--- config.mk ---
export PLATFORM = sky130hd
export DESIGN_NAME = neuron_sched
export DESIGN_NICKNAME = d
export VERILOG_FILES = /design/src/rtl/neuron_sched_pkg.sv /design/src/rtl/neuron_sched_timer.sv /design/src/rtl/neuron_sched.sv
export SDC_FILE = /design/constraint.sdc
export NUM_CORES = 1
export LEC_CHECK = 0
export BUFFER_PORTS_ARGS = -buffer_cell sky130_fd_sc_hd__buf_2
export CORE_AREA = 2 2 206 208
export CTS_CLUSTER_SIZE = 16
export DETAILED_ROUTE_END_ITERATION = 10
export DIE_AREA = 0 0 208 210
export GPL_TIMING_DRIVEN = 0
export PLACE_DENSITY = 0.57
export SYNTH_ARGS = -nofsm -noshare
export SYNTH_HDL_FRONTEND = slang
export SYNTH_SLANG_ARGS = --single-unit
--- constraint.sdc ---
create_clock -name clk -period 4.9 [get_ports clk]
set_input_delay 0.735 -clock clk [delete_from_list [all_inputs] [get_ports clk]]
set_output_delay 0.735 -clock clk [all_outputs]
set_load 0.03 [all_outputs]
--- src/rtl/neuron_sched_pkg.sv ---
// Shared constants and FSM encoding for the layer scheduler that
// time-multiplexes one neuron across the nodes of a layer.
package neuron_sched_pkg;

    localparam int WORD_DATA_BUS = 32;
    localparam int NEU_INPUTS    = 7;

    typedef enum logic [2:0] {
        S_IDLE    = 3'd0,
        S_FETCH   = 3'd1,
        S_LOAD    = 3'd2,
        S_RUN     = 3'd3,
        S_CAPTURE = 3'd4,
        S_CLEAR   = 3'd5,
        S_DONE    = 3'd6
    } sched_state_t;

endpackage

--- src/rtl/neuron_sched_timer.sv ---
// Up-counter with synchronous clear and a terminal-count flag at TERM.
// One instance times RUN, another times the neuron clear window.
module sched_timer
    import neuron_sched_pkg::*;
#(
    parameter int W    = 8,
    parameter int TERM = 1
) (
    input  logic clk,
    input  logic reset,
    input  logic clr,
    input  logic en,
    output logic tc
);

    localparam logic [W-1:0] TERM_V = W'(TERM);

    logic [W-1:0] cnt;

    always_ff @(posedge clk) begin
        if (reset || clr) begin
            cnt <= '0;
        end else if (en) begin
            cnt <= cnt + W'(1);
        end
    end

    assign tc = (cnt == TERM_V);

endmodule

--- src/rtl/neuron_sched.sv ---
// Layer scheduler: per node fetch operands, load the neuron, wait for its
// result (bounded by TIMEOUT), report it, then clear the neuron.
module neuron_sched
    import neuron_sched_pkg::*;
#(
    parameter  int DW      = WORD_DATA_BUS,
    parameter  int NODES   = 4,
    parameter  int TIMEOUT = 31,
    parameter  int CLR_CYC = 2,
    localparam int AW      = (NODES > 1) ? $clog2(NODES) : 1
) (
    input  logic                     clk,
    input  logic                     reset,
    input  logic                     start,
    output logic                     busy,
    output logic                     done,
    output logic                     err_timeout,
    output logic                     rd_en,
    output logic [AW-1:0]            rd_addr,
    input  logic [NEU_INPUTS*DW-1:0] rd_data,
    output logic [DW-1:0]            neu_data_0,
    output logic [DW-1:0]            neu_data_1,
    output logic [DW-1:0]            neu_data_2,
    output logic [DW-1:0]            neu_data_3,
    output logic [DW-1:0]            neu_data_4,
    output logic [DW-1:0]            neu_data_5,
    output logic [DW-1:0]            neu_data_6,
    output logic                     neu_in_rdy,
    output logic                     neu_clr_n,
    input  logic [DW-1:0]            neu_out,
    input  logic                     neu_rdy,
    output logic                     res_valid,
    output logic [AW-1:0]            res_idx,
    output logic [DW-1:0]            res_data,
    output logic                     res_err
);

    localparam int CW = (CLR_CYC > 1) ? $clog2(CLR_CYC) : 1;

    sched_state_t  state, state_next;
    logic [AW-1:0] idx;
    logic          armed;
    logic          err_r;
    logic          res_err_r;
    logic [DW-1:0] res_data_r;
    logic [DW-1:0] data_r [NEU_INPUTS];
    logic          run_tc, clr_tc;
    logic          last_node;
    logic          hit, timed_out;

    sched_timer #(.W(8), .TERM(TIMEOUT - 1)) u_run_timer (
        .clk   (clk),
        .reset (reset),
        .clr   (state != S_RUN),
        .en    (state == S_RUN),
        .tc    (run_tc)
    );

    sched_timer #(.W(CW), .TERM(CLR_CYC - 1)) u_clr_timer (
        .clk   (clk),
        .reset (reset),
        .clr   (state != S_CLEAR),
        .en    (state == S_CLEAR),
        .tc    (clr_tc)
    );

    assign last_node = (idx == AW'(NODES - 1));
    // armed is low only in the first RUN cycle, masking a stale neu_rdy
    assign hit       = armed && neu_rdy;
    assign timed_out = !hit && run_tc;

    always_ff @(posedge clk) begin
        if (reset) begin
            state <= S_IDLE;
        end else begin
            state <= state_next;
        end
    end

    always_comb begin
        state_next = state;
        case (state)
            S_IDLE:    if (start) state_next = S_FETCH;
            S_FETCH:   state_next = S_LOAD;
            S_LOAD:    state_next = S_RUN;
            S_RUN:     if (hit || timed_out) state_next = S_CAPTURE;
            S_CAPTURE: state_next = S_CLEAR;
            S_CLEAR:   if (clr_tc) state_next = last_node ? S_DONE : S_FETCH;
            S_DONE:    state_next = S_IDLE;
            default:   state_next = S_IDLE;
        endcase
    end

    always_ff @(posedge clk) begin
        if (reset) begin
            idx   <= '0;
            armed <= 1'b0;
            err_r <= 1'b0;
        end else begin
            armed <= (state == S_RUN);
            if (state == S_IDLE && start) begin
                idx   <= '0;
                err_r <= 1'b0;
            end
            if (state == S_CLEAR && clr_tc && !last_node) begin
                idx <= idx + AW'(1);
            end
            if (state == S_RUN && timed_out) begin
                err_r <= 1'b1;
            end
        end
    end

    always_ff @(posedge clk) begin
        if (reset) begin
            res_data_r <= '0;
            res_err_r  <= 1'b0;
            for (int j = 0; j < NEU_INPUTS; j++) data_r[j] <= '0;
        end else begin
            if (state == S_LOAD) begin
                for (int j = 0; j < NEU_INPUTS; j++) data_r[j] <= rd_data[j*DW +: DW];
            end
            if (state == S_RUN && hit) begin
                res_data_r <= neu_out;
                res_err_r  <= 1'b0;
            end else if (state == S_RUN && timed_out) begin
                res_data_r <= '0;
                res_err_r  <= 1'b1;
            end
        end
    end

    assign busy        = (state != S_IDLE);
    assign done        = (state == S_DONE);
    assign err_timeout = err_r;
    assign rd_en       = (state == S_FETCH);
    assign rd_addr     = idx;
    assign neu_in_rdy  = (state == S_RUN) || (state == S_CAPTURE);
    assign neu_clr_n   = (state == S_RUN) || (state == S_CAPTURE);
    assign res_valid   = (state == S_CAPTURE);
    assign res_idx     = idx;
    assign res_data    = res_data_r;
    assign res_err     = res_err_r;
    assign neu_data_0  = data_r[0];
    assign neu_data_1  = data_r[1];
    assign neu_data_2  = data_r[2];
    assign neu_data_3  = data_r[3];
    assign neu_data_4  = data_r[4];
    assign neu_data_5  = data_r[5];
    assign neu_data_6  = data_r[6];

endmodule

==> qor.yml, run 1 <==
synthesis:
  syn-cell-area_um2: 10100
  synthFlopType: "edfxtp_1"
  synth_most_common_cell: "edfxtp_1"
  yosysTopAreaCellShare: 0.668
  synth_common_cells: "224 x edfxtp_1, 193 x and2_1, 49 x dfxtp_1, 34 x nor2b_1, 30 x a22o_1"
  synth_seq_cells: 273
  syn_inst: 642
  ys_seq_area_frac: 0.765
  synth.distinct_cells: 41
  ys_async_sr_fraction: 0
  ys_warn_count: 0
  synth_edf_count: 224
  synth_nets: 905
  syn_area_per_cell_um2: 15.7
  synth.largest_area_cell: "edfxtp_1"
  synth_area_leaders: "edfxtp_1 67%, and2_1 12%, dfxtp_1 9.7%, a22o_1 2.6%, nor2b_1 2.1%"
critical_path:
  rr_worst_depth: 6
  cp.required_ns: 4.16
  critical_path.cell_chain: "clkbuf_1 > nor2_1 > and2_1 > nand2b_1 > buf_4 > buf_2"
  cp_max_fo: 10
  slowest_stage: "dfxtp_1"
  arrival_ns: 1.96
  endpoint_kind: "output port"
  path_buf_inv: 3
  max_stage_delay_ns: 0.35
  path_class: "flop to output port"
  rr_startpoint: "state[0]"
  rr_endpoint: "data_r[0][25]"
  worst_path_dominant_cell_family: "buffers and inverters"
  startpoint: "state[1]"
  start_kind: "flop"
  ff2ff_setup_slack_ns: 2.54
clock_network:
  cts_resized: 0
  root_buffer: "clkbuf_16"
  cts_buffers: 30
  cts_tree: "done"
  post-cts-setup-buffers: 0
  cts_buffer_depth: 3
  cts.sinks: 273
  path_clk_slew_ns: 0.06
  htree_num_levels: 1
  ctsHoldBuffers: 0
  clk_latency_ns: 0.55
finish:
  drive_above_1_share: 0.495
  final_cells: 1769
  fillers: 4185
  utilization: 0.352
  area_growth_syn_to_layout_pct: 44.8
  multi_input_area_um2: 2160
  nNetsFinal: 1467
  seqCellArea_um2: 7710
sta:
  finalSetupViolations: 0
  worst_slew_pin_slew_ns: 0.560
  fin_crit_sh: 0.550
  fin_skew_ns: 0.0124
  setup_tns_ns: 0
  fin_ws_ns: 2.20
  slew_headroom: 0.626
  grt_setup_unrepaired: "no"
  hold_viol: 0
  finalCriticalPeriod_ns: 2.70
  slew_viol_final: 0
  max_freq_mhz: 371
die:
  die_w_um: 208
  dieArea_um2: 43700
  die_y_um: 210
  num_rows: 75
  initial_core_util: 0.243
  coreArea_um2: 41500
  ios: 528
power:
  internal_power_mw: 4.37
  p_total_mw: 5.85
  irDropWorstVdd_uv: 240
  seqPwrFrac: 0.464
  p_comb_frac: 0.127
  p_sw_frac: 0.253
  leakagePower_nw: 6.65
  p_sw_mw: 1.48
  pwr-share-clk: 0.410
  p_per_area_nw_per_um2: 401
placement:
  post-dp-hpwl_um: 23900
  place_ws_ns: 1.70
  dp_cells: 1711
  gp_congestion: 0.788
  portBuffers: 526
drt:
  drt-wirelength-per-cell_um: 17.1
  num_vias: 7184
  wl_um: 30200
  drtPass1Iterations: 4
  viasPerCell: 4.06
  drc_errors: 0
  ant_nets: 0
  drt-initial-drc-count: 321
global_route:
  grt-ovfl-total: 0
  grt_pass1_wl_um: 44000
  grt_max_degree: 70
  grt_util_met1: 0.148
  gr-usage-met2: 0.238
  busiest_layer: "met2"
  use_met3: 0.0416
  grt_pass1_vias: 7343
  grtUsageTotal: 0.131
  antenna_found_initial: 4
worst_hold_path:
  hold_end: "res_data[20]"
  hp-start: "neu_out[20]"
  min_path_cells: 2
  worstHoldPathType: "input pin to flop"
run:
  drv_cap: 0
outcome:
  status: "complete, no violations"
## state kept, by name, indices dropped and copies added, names as in the netlist, 2 cells and up
name	flops
data_r	224
res_data	32
u_run_timer.cnt	8
state	3
rd_addr	2
## layer usage
layer / part of all wire / wire length, um
met1: 0.38 / 11400
met2: 0.51 / 15400
met3: 0.094 / 2830
met4: 0.018 / 558
met5: 0 / 0
## layout by cell type, fill, tap and decap left out, types with 2 or more instances in the layout
master,count
nand2_1,4
a22o_1,30
buf_16,3
xnor2_1,3
and2_1,193
clkbuf_16,37
o21ai_0,2
buf_4,9
inv_1,2
clkinv_2,6
buf_2,527
nor3_1,4
xor2_1,3
dfxtp_1,49
diode_2,2
nor2_1,15
clkbuf_1,27
ha_1,3
a21oi_1,5
a22o_2,2
clkbuf_8,8
nor2b_1,34
buf_6,3
nand2b_1,4
nand3_1,6
edfxtp_1,224
## cell families after synthesis
kind of cell             synth area share
flip-flops                          0.765
AND/OR/NAND/NOR                     0.165
AO/OA/AOI/OAI                      0.0402
buffers and inverters              0.0214
XOR/XNOR                          0.00522
adder cells (fa/ha/maj)           0.00373
## worst max path at each step
stage | endpoint | depth (start not counted) | slack, ns
after CTS | neu_in_rdy | 6 | 2.16
after detailed placement | data_r[0][25] | 6 | 1.70
after global routing | neu_in_rdy | 6 | 2.05
final | neu_in_rdy | 6 | 2.20
after global placement | data_r[0][25] | 3 | -1.17
after floorplan | data_r[0][0] | 3 | 0.44
## metrics by stage
step | instance area (um2) | hold slack (ns)
3_5_place_dp | 13500 | 0.434
2_1_floorplan | 10100 | 0.407
3_3_place_gp | 13400 | 0.427
5_1_grt | 14600 | 0.368
4_1_cts | 14600 | 0.349
6_report | 14600 | 0.397
## power groups by stage
stage / sequential (mW) / clock [mW] / combinational [mW]
3_3_place_gp: 2.78 / 0 / 0.734
2_1_floorplan: 3.09 / 0 / 0.125
4_1_cts: 2.72 / 2.47 / 0.753
3_5_place_dp: 2.76 / 0 / 0.751
5_1_grt: 2.73 / 2.56 / 0.786
6_report: 2.71 / 2.40 / 0.741
## area by class of cell
class	count	share of cell area
Buffer	39	0.0140
Antenna cell	2	0.000343
Multi-Input combinational cell	327	0.148
Timing Repair Buffer	530	0.187
Sequential cell	273	0.528
Inverter	3	0.000772
Clock buffer	47	0.0716
Tap cell	539	0.0462
Clock inverter	9	0.00369
Power figures use the tool's default switching activity.
==> inputs of run 2 (changes only) <==
- PLACE_DENSITY: 0.57 -> 0.59
- clock period: 4.9 -> 2.33 ns (I/O delays scaled with it)
==> qor.yml, run 2 (synthesis results as in run 1) <==
drt:
  drc_errors: 0  # unchanged
  num_vias: 7281  # was 7184
  drt-initial-drc-count: 302  # was 321
  drtPass1Iterations: 4  # unchanged
  viasPerCell: 4.06  # about the same
  drt-wirelength-per-cell_um: 17.4  # was 17.1 um
  wl_um: 31300  # was 30200 um
  ant_nets: 0  # unchanged
critical_path:
  slowest_stage: "or2_4"  # was dfxtp_1
  arrival_ns: 2.42  # was 1.96 ns
  cp_max_fo: 70  # was 10
  path_class: "flop to flop"  # was flop to output port
  start_kind: "flop"  # unchanged
  critical_path.cell_chain: "buf_6 > nor3b_2 > or2_4 > buf_16 > buf_16"  # was clkbuf_1 > nor2_1 > and2_1 > nand2b_1 > buf_4 > buf_2
  cpMostUsedCell: "buf_16"
  cp.required_ns: 2.56  # was 4.16 ns
  max_stage_delay_ns: 0.44  # was 0.35 ns
  endpoint_kind: "flop"  # was output port
power:
  seqPwrFrac: 0.475  # was 0.464
  irDropWorstVdd_uv: 442  # was 240 uV
  pwr-share-clk: 0.392  # was 0.410
  p_sw_frac: 0.259  # was 0.253
  p_per_area_nw_per_um2: 814  # was 401 nW/um2
  p_comb_frac: 0.133  # was 0.127
  p_sw_mw: 3.11  # was 1.48 mW
  internal_power_mw: 8.91  # was 4.37 mW
  leakagePower_nw: 6.71  # was 6.65 nW
die:
  die_w_um: 208  # unchanged
  dieArea_um2: 43700  # unchanged
  num_rows: 75  # unchanged
  die_y_um: 210  # unchanged
  ios: 528  # unchanged
  initial_core_util: 0.243  # unchanged
  coreArea_um2: 41500  # unchanged
placement:
  gp_congestion: 0.865  # was 0.788
  portBuffers: 526  # unchanged
  place_ws_ns: 0.0464  # was 1.70 ns
  post-dp-hpwl_um: 24300  # was 23900 um
global_route:
  antenna_found_initial: 10  # was 4
  grt-ovfl-total: 0  # unchanged
  grt_pass1_vias: 7468  # was 7343
  grtUsageTotal: 0.137  # was 0.131
  grt_max_degree: 71  # was 70
  grt_pass1_wl_um: 45400  # was 44000 um
finish:
  seqCellArea_um2: 7710  # unchanged
  layout_commonest_cell: "buf_2"  # unchanged
  regMostFlops: "data_r"  # unchanged
  multi_input_area_um2: 2160  # about the same
  layout_common_cells: "526 x buf_2, 224 x edfxtp_1, 193 x and2_1"  # was 527 x buf_2, 224 x edfxtp_1, 193 x and2_1
  drive_above_1_share: 0.480  # was 0.495
  largest_reg_flops: 224  # unchanged
  nNetsFinal: 1492  # was 1467
  area_growth_syn_to_layout_pct: 46.5  # was 44.8%
  fillers: 4103  # was 4185
outcome:
  status: "complete, no violations"  # unchanged
clock_network:
  path_clk_slew_ns: 0.06  # about the same
  cts_tree: "done"  # unchanged
  cts_buffer_depth: 3  # unchanged
  cts.sinks: 273  # unchanged
  cts_buffers: 30  # unchanged
  htree_num_levels: 1  # unchanged
  root_buffer: "clkbuf_16"  # unchanged
  clk_latency_ns: 0.57  # was 0.55 ns
sta:
  whs_ns: 0.0251  # was 0.397 ns
  fin_ws_ns: 0.137  # was 2.20 ns
  fin_skew_ns: 0.0223  # was 0.0124 ns
  grt_setup_unrepaired: "no"  # unchanged
  worst_slew_pin_slew_ns: 0.565  # was 0.560 ns
  slew_headroom: 0.623  # was 0.626
  hold_viol: 0  # unchanged
  finalSetupViolations: 0  # unchanged
  fin_crit_sh: 0.941
  slew_viol_final: 0  # unchanged
  max_freq_mhz: 456
  finalCriticalPeriod_ns: 2.19
run:
  drv_cap: 0  # unchanged
worst_hold_path:
  worstHoldPathType: "input pin to flop"  # unchanged
[run 2: cell types whose count changed in the layout (fill, tap and decap cells not counted), sizes merged]
cell / previous run / this run
clkinv: 7 / 9
buf: 543 / 542
dlygate4sd3: 0 / 27
bufinv: 0 / 2
clkinvlp: 0 / 1
clkbuf: 73 / 64
diode: 2 / 5
inv: 5 / 6
[run 2: area by class of cell]
class | instances | area share
well taps | 539 | 0.0457
plain buffers | 38 | 0.0153
multi-input cells | 327 | 0.146
diodes | 5 | 0.000848
flip-flops and latches | 273 | 0.522
clock inverters | 15 | 0.00941
repair buffers | 556 | 0.202
inverters | 3 | 0.000763
clock buffers | 39 | 0.0573
[run 2: power groups by stage]
| stage | Clock [mW] | Combinational, mW | Sequential [mW] |
|---|---|---|---|
| after CTS | 4.84 | 1.62 | 5.72 |
| after detailed placement | 0 | 1.58 | 5.82 |
| after global placement | 0 | 1.55 | 5.83 |
| after global routing | 5.02 | 1.70 | 5.74 |
| final | 4.71 | 1.60 | 5.71 |
| after floorplan | 0 | 0.269 | 6.48 |
[run 2: critical path: cells and delay by family, from the launching register on]
| family | cells | cell delay [ns] |
|---|---|---|
| DFF | 1 | 0.31 |
| buffers and inverters | 3 | 0.82 |
| and+or+nand+nor | 2 | 0.61 |
[run 2: timing repair]
action                                 in CTS  in global routing
hold buffers                               27                  0
endpoints found under the hold margin      27                  0
buffers inserted                            0                  0
gates resized for setup                     2                  0
setup endpoints to repair                   1                  2
[run 2: per-layer routing]
metal	routed length, um	vias to the layer above	track usage
met5	27	-	0
met4	1460	4	0.0685
met3	2790	66	0.0445
met2	15600	371	0.242
met1	11400	3401	0.148
li1	-	3439	-
[run 2: per-stage QoR]
stage          cells  utilization  instance area [um2]  total power [mW]  TNS [ns]
2_1_floorplan    642            -                10100              6.75    -77.33
3_3_place_gp    1707        0.323                13400              7.38   -265.11
3_5_place_dp    1710        0.325                13500              7.40         0
4_1_cts         1791        0.356                14800              12.2         0
5_1_grt         1795        0.356                14800              12.5         0
6_report        1795        0.356                14800              12.0         0
[run 2: path summary, 6_finish.rpt]
path | end | startpoint | slack [ns] | cells after the start
setup reg to reg | data_r[1][13] | state[0] | 0.14 | 5
hold / removal | res_data[18] | neu_out[18] | 0.03 | 2
setup / recovery | data_r[1][13] | state[0] | 0.14 | 5
hold reg to reg | u_clr_timer.tc | u_clr_timer.tc | 0.43 | 1
==> inputs of run 3 (changes only) <==
- CORE_AREA: 2 2 206 208 -> 2 2 208 210
- DIE_AREA: 0 0 208 210 -> 0 0 210 212
- PLACE_DENSITY: 0.59 -> 0.58
- TNS_END_PERCENT: not set -> 5
==> qor.yml, run 3 (synthesis results as in run 1) <==
critical_path:
  critical_path.cell_chain: "clkbuf_1 > nor2_1 > and2_1 > nand2b_1 > buf_4 > buf_2"  # was buf_6 > nor3b_2 > or2_4 > buf_16 > buf_16
  cp.required_ns: 1.98  # was 2.56 ns
  max_stage_delay_ns: 0.34  # was 0.44 ns
  worst_path_dominant_cell_family: "buffers and inverters"  # unchanged
  start_kind: "flop"  # unchanged
  endpoint_kind: "output port"  # was flop
  cp_max_fo: 10  # was 70
  slowest_stage: "dfxtp_1"  # was or2_4
  path_buf_inv: 3  # unchanged
  arrival_ns: 1.94  # was 2.42 ns
  path_class: "flop to output port"  # was flop to flop
die:
  initial_core_util: 0.237  # was 0.243
  dieArea_um2: 44500  # was 43700 um2
  num_rows: 76  # was 75
  coreArea_um2: 42500  # was 41500 um2
  ios: 528  # unchanged
  die_w_um: 210  # was 208 um
  die_y_um: 212  # was 210 um
outcome:
  status: "complete, no violations"  # unchanged
power:
  irDropWorstVdd_uv: 438  # was 442 uV
  p_sw_mw: 3.08  # was 3.11 mW
  p_per_area_nw_per_um2: 813  # was 814 nW/um2
  internal_power_mw: 8.89  # was 8.91 mW
  pwr-share-clk: 0.390  # was 0.392
  seqPwrFrac: 0.477  # was 0.475
  p_comb_frac: 0.133  # about the same
  leakagePower_nw: 6.67  # was 6.71 nW
  p_total_mw: 12.0  # about the same
  p_sw_frac: 0.258  # was 0.259
global_route:
  antenna_found_initial: 7  # was 10
  grt_pass1_vias: 7536  # was 7468
  grtUsageTotal: 0.129  # was 0.137
  grt-ovfl-total: 0  # unchanged
  grt_pass1_wl_um: 43700  # was 45400 um
  grt_max_degree: 70  # was 71
drt:
  drt-wirelength-per-cell_um: 17.2  # was 17.4 um
  num_vias: 7364  # was 7281
  wl_um: 30900  # was 31300 um
  drc_errors: 0  # unchanged
  ant_nets: 0  # unchanged
  drtPass1Iterations: 4  # unchanged
  viasPerCell: 4.09  # was 4.06
  drt-initial-drc-count: 411  # was 302
sta:
  slew_viol_final: 0  # unchanged
  hold_viol: 0  # unchanged
  fin_crit_sh: 0.983  # was 0.941
  grt_setup_unrepaired: "yes"  # was no
  slew_headroom: 0.470  # was 0.623
  worst_slew_pin_slew_ns: 0.795  # was 0.565 ns
  max_freq_mhz: 437  # was 456 MHz
  setup_tns_ns: 0  # unchanged
  finalSetupViolations: 0  # unchanged
  fin_skew_ns: 0.00631  # was 0.0223 ns
  finalCriticalPeriod_ns: 2.29  # was 2.19 ns
placement:
  post-dp-hpwl_um: 23300  # was 24300 um
  portBuffers: 526  # unchanged
  place_area_um2: 13500  # about the same
  dp_cells: 1717  # was 1710
  gp_congestion: 0.793  # was 0.865
run:
  drv_cap: 0  # unchanged
clock_network:
  cts.sinks: 273  # unchanged
  path_clk_slew_ns: 0.06  # about the same
  cts_tree: "done"  # unchanged
  root_buffer: "clkbuf_16"  # unchanged
  clk_latency_ns: 0.55  # was 0.57 ns
  cts_buffer_depth: 3  # unchanged
  htree_num_levels: 1  # unchanged
  cts_buffers: 30  # unchanged
finish:
  final_cells: 1800  # was 1795
  drive_above_1_share: 0.478  # was 0.480
  utilization: 0.346  # was 0.356
  largest_reg_flops: 224  # unchanged
  finalInstanceArea_um2: 14700  # was 14800 um2
  area_growth_syn_to_layout_pct: 46.2  # was 46.5%
  nNetsFinal: 1491  # was 1492
  layout_commonest_cell: "buf_2"  # unchanged
  regMostFlops: "data_r"  # unchanged
  layout_common_cells: "526 x buf_2, 224 x edfxtp_1, 193 x and2_1"  # unchanged
worst_hold_path:
  worstHoldPathType: "input pin to flop"  # unchanged
## run 3: changes by cell type in the layout (fill, tap and decap cells not counted), moves of 2 or more
cell / previous run / this run
clkbuf_1: 26 / 31
clkbuf_8: 5 / 1
dlygate4sd3_1: 27 / 24
clkinvlp_4: 1 / 3
diode_2: 5 / 3
inv_4: 2 / 0
## run 3: path summary, 6_finish.rpt
path	from	to	slack (ns)	cells after the start
worst max-delay path	state[1]	neu_in_rdy	0.04	6
worst min-delay path	neu_out[25]	res_data[25]	0.04	2
worst max register to register	state[0]	data_r[0][16]	0.14	5
worst min register to register	u_clr_timer.tc	u_clr_timer.tc	0.45	1
## run 3: final cells by class
| type | instances | area [um2] |
|---|---|---|
| flip-flops and latches | 273 | 7710 |
| clock buffers | 38 | 802 |
| fillers | 4214 | 27800 |
| repair buffers | 553 | 2960 |
| clock inverters | 17 | 164 |
| well taps | 546 | 683 |
| inverters | 3 | 11.3 |
| multi-input cells | 328 | 2170 |
| diodes | 3 | 7.51 |
| plain buffers | 39 | 229 |
## run 3: power groups by stage
stage | registers, mW | clock network (mW) | logic (mW)
after floorplan | 6.48 | 0 | 0.269
after global placement | 5.83 | 0 | 1.54
after detailed placement | 5.82 | 0 | 1.58
after CTS | 5.72 | 4.82 | 1.61
after global routing | 5.74 | 4.99 | 1.70
final | 5.71 | 4.66 | 1.60
## run 3: per-layer routing
metal,share of wire,up-vias,routed length (um),track usage
met2,0.52,356,16000,0.235
met5,0.00087,-,27,0
li1,-,3439,-,-
met3,0.083,46,2570,0.0381
met4,0.020,4,613,0.0404
met1,0.38,3519,11700,0.144
## run 3: stage by stage
step / hold WS [ns] / setup slack (ns)
floorplan: 0.407 / -0.345
global placement: 0.423 / -1.22
detailed placement: 0.443 / -0.179
CTS: 0.000217 / -0.0921
global route: 0.00509 / -0.0851
finish: 0.0357 / 0.0392
## run 3: worst reg2reg max path: stages (launching register included)
cell and delay (ns):
dfxtp_1 0.31, buf_6 0.13, nor3b_2 0.24, or2_4 0.52, buf_16 0.37, buf_16 0.29
## run 3: repair_timing
item,in CTS,in global routing
resized for setup,2,0
setup buffers,0,0
hold endpoints to repair,24,0
pin swaps,0,1
gates cloned,0,1
endpoints found under the setup margin,36,37
hold buffers,24,0
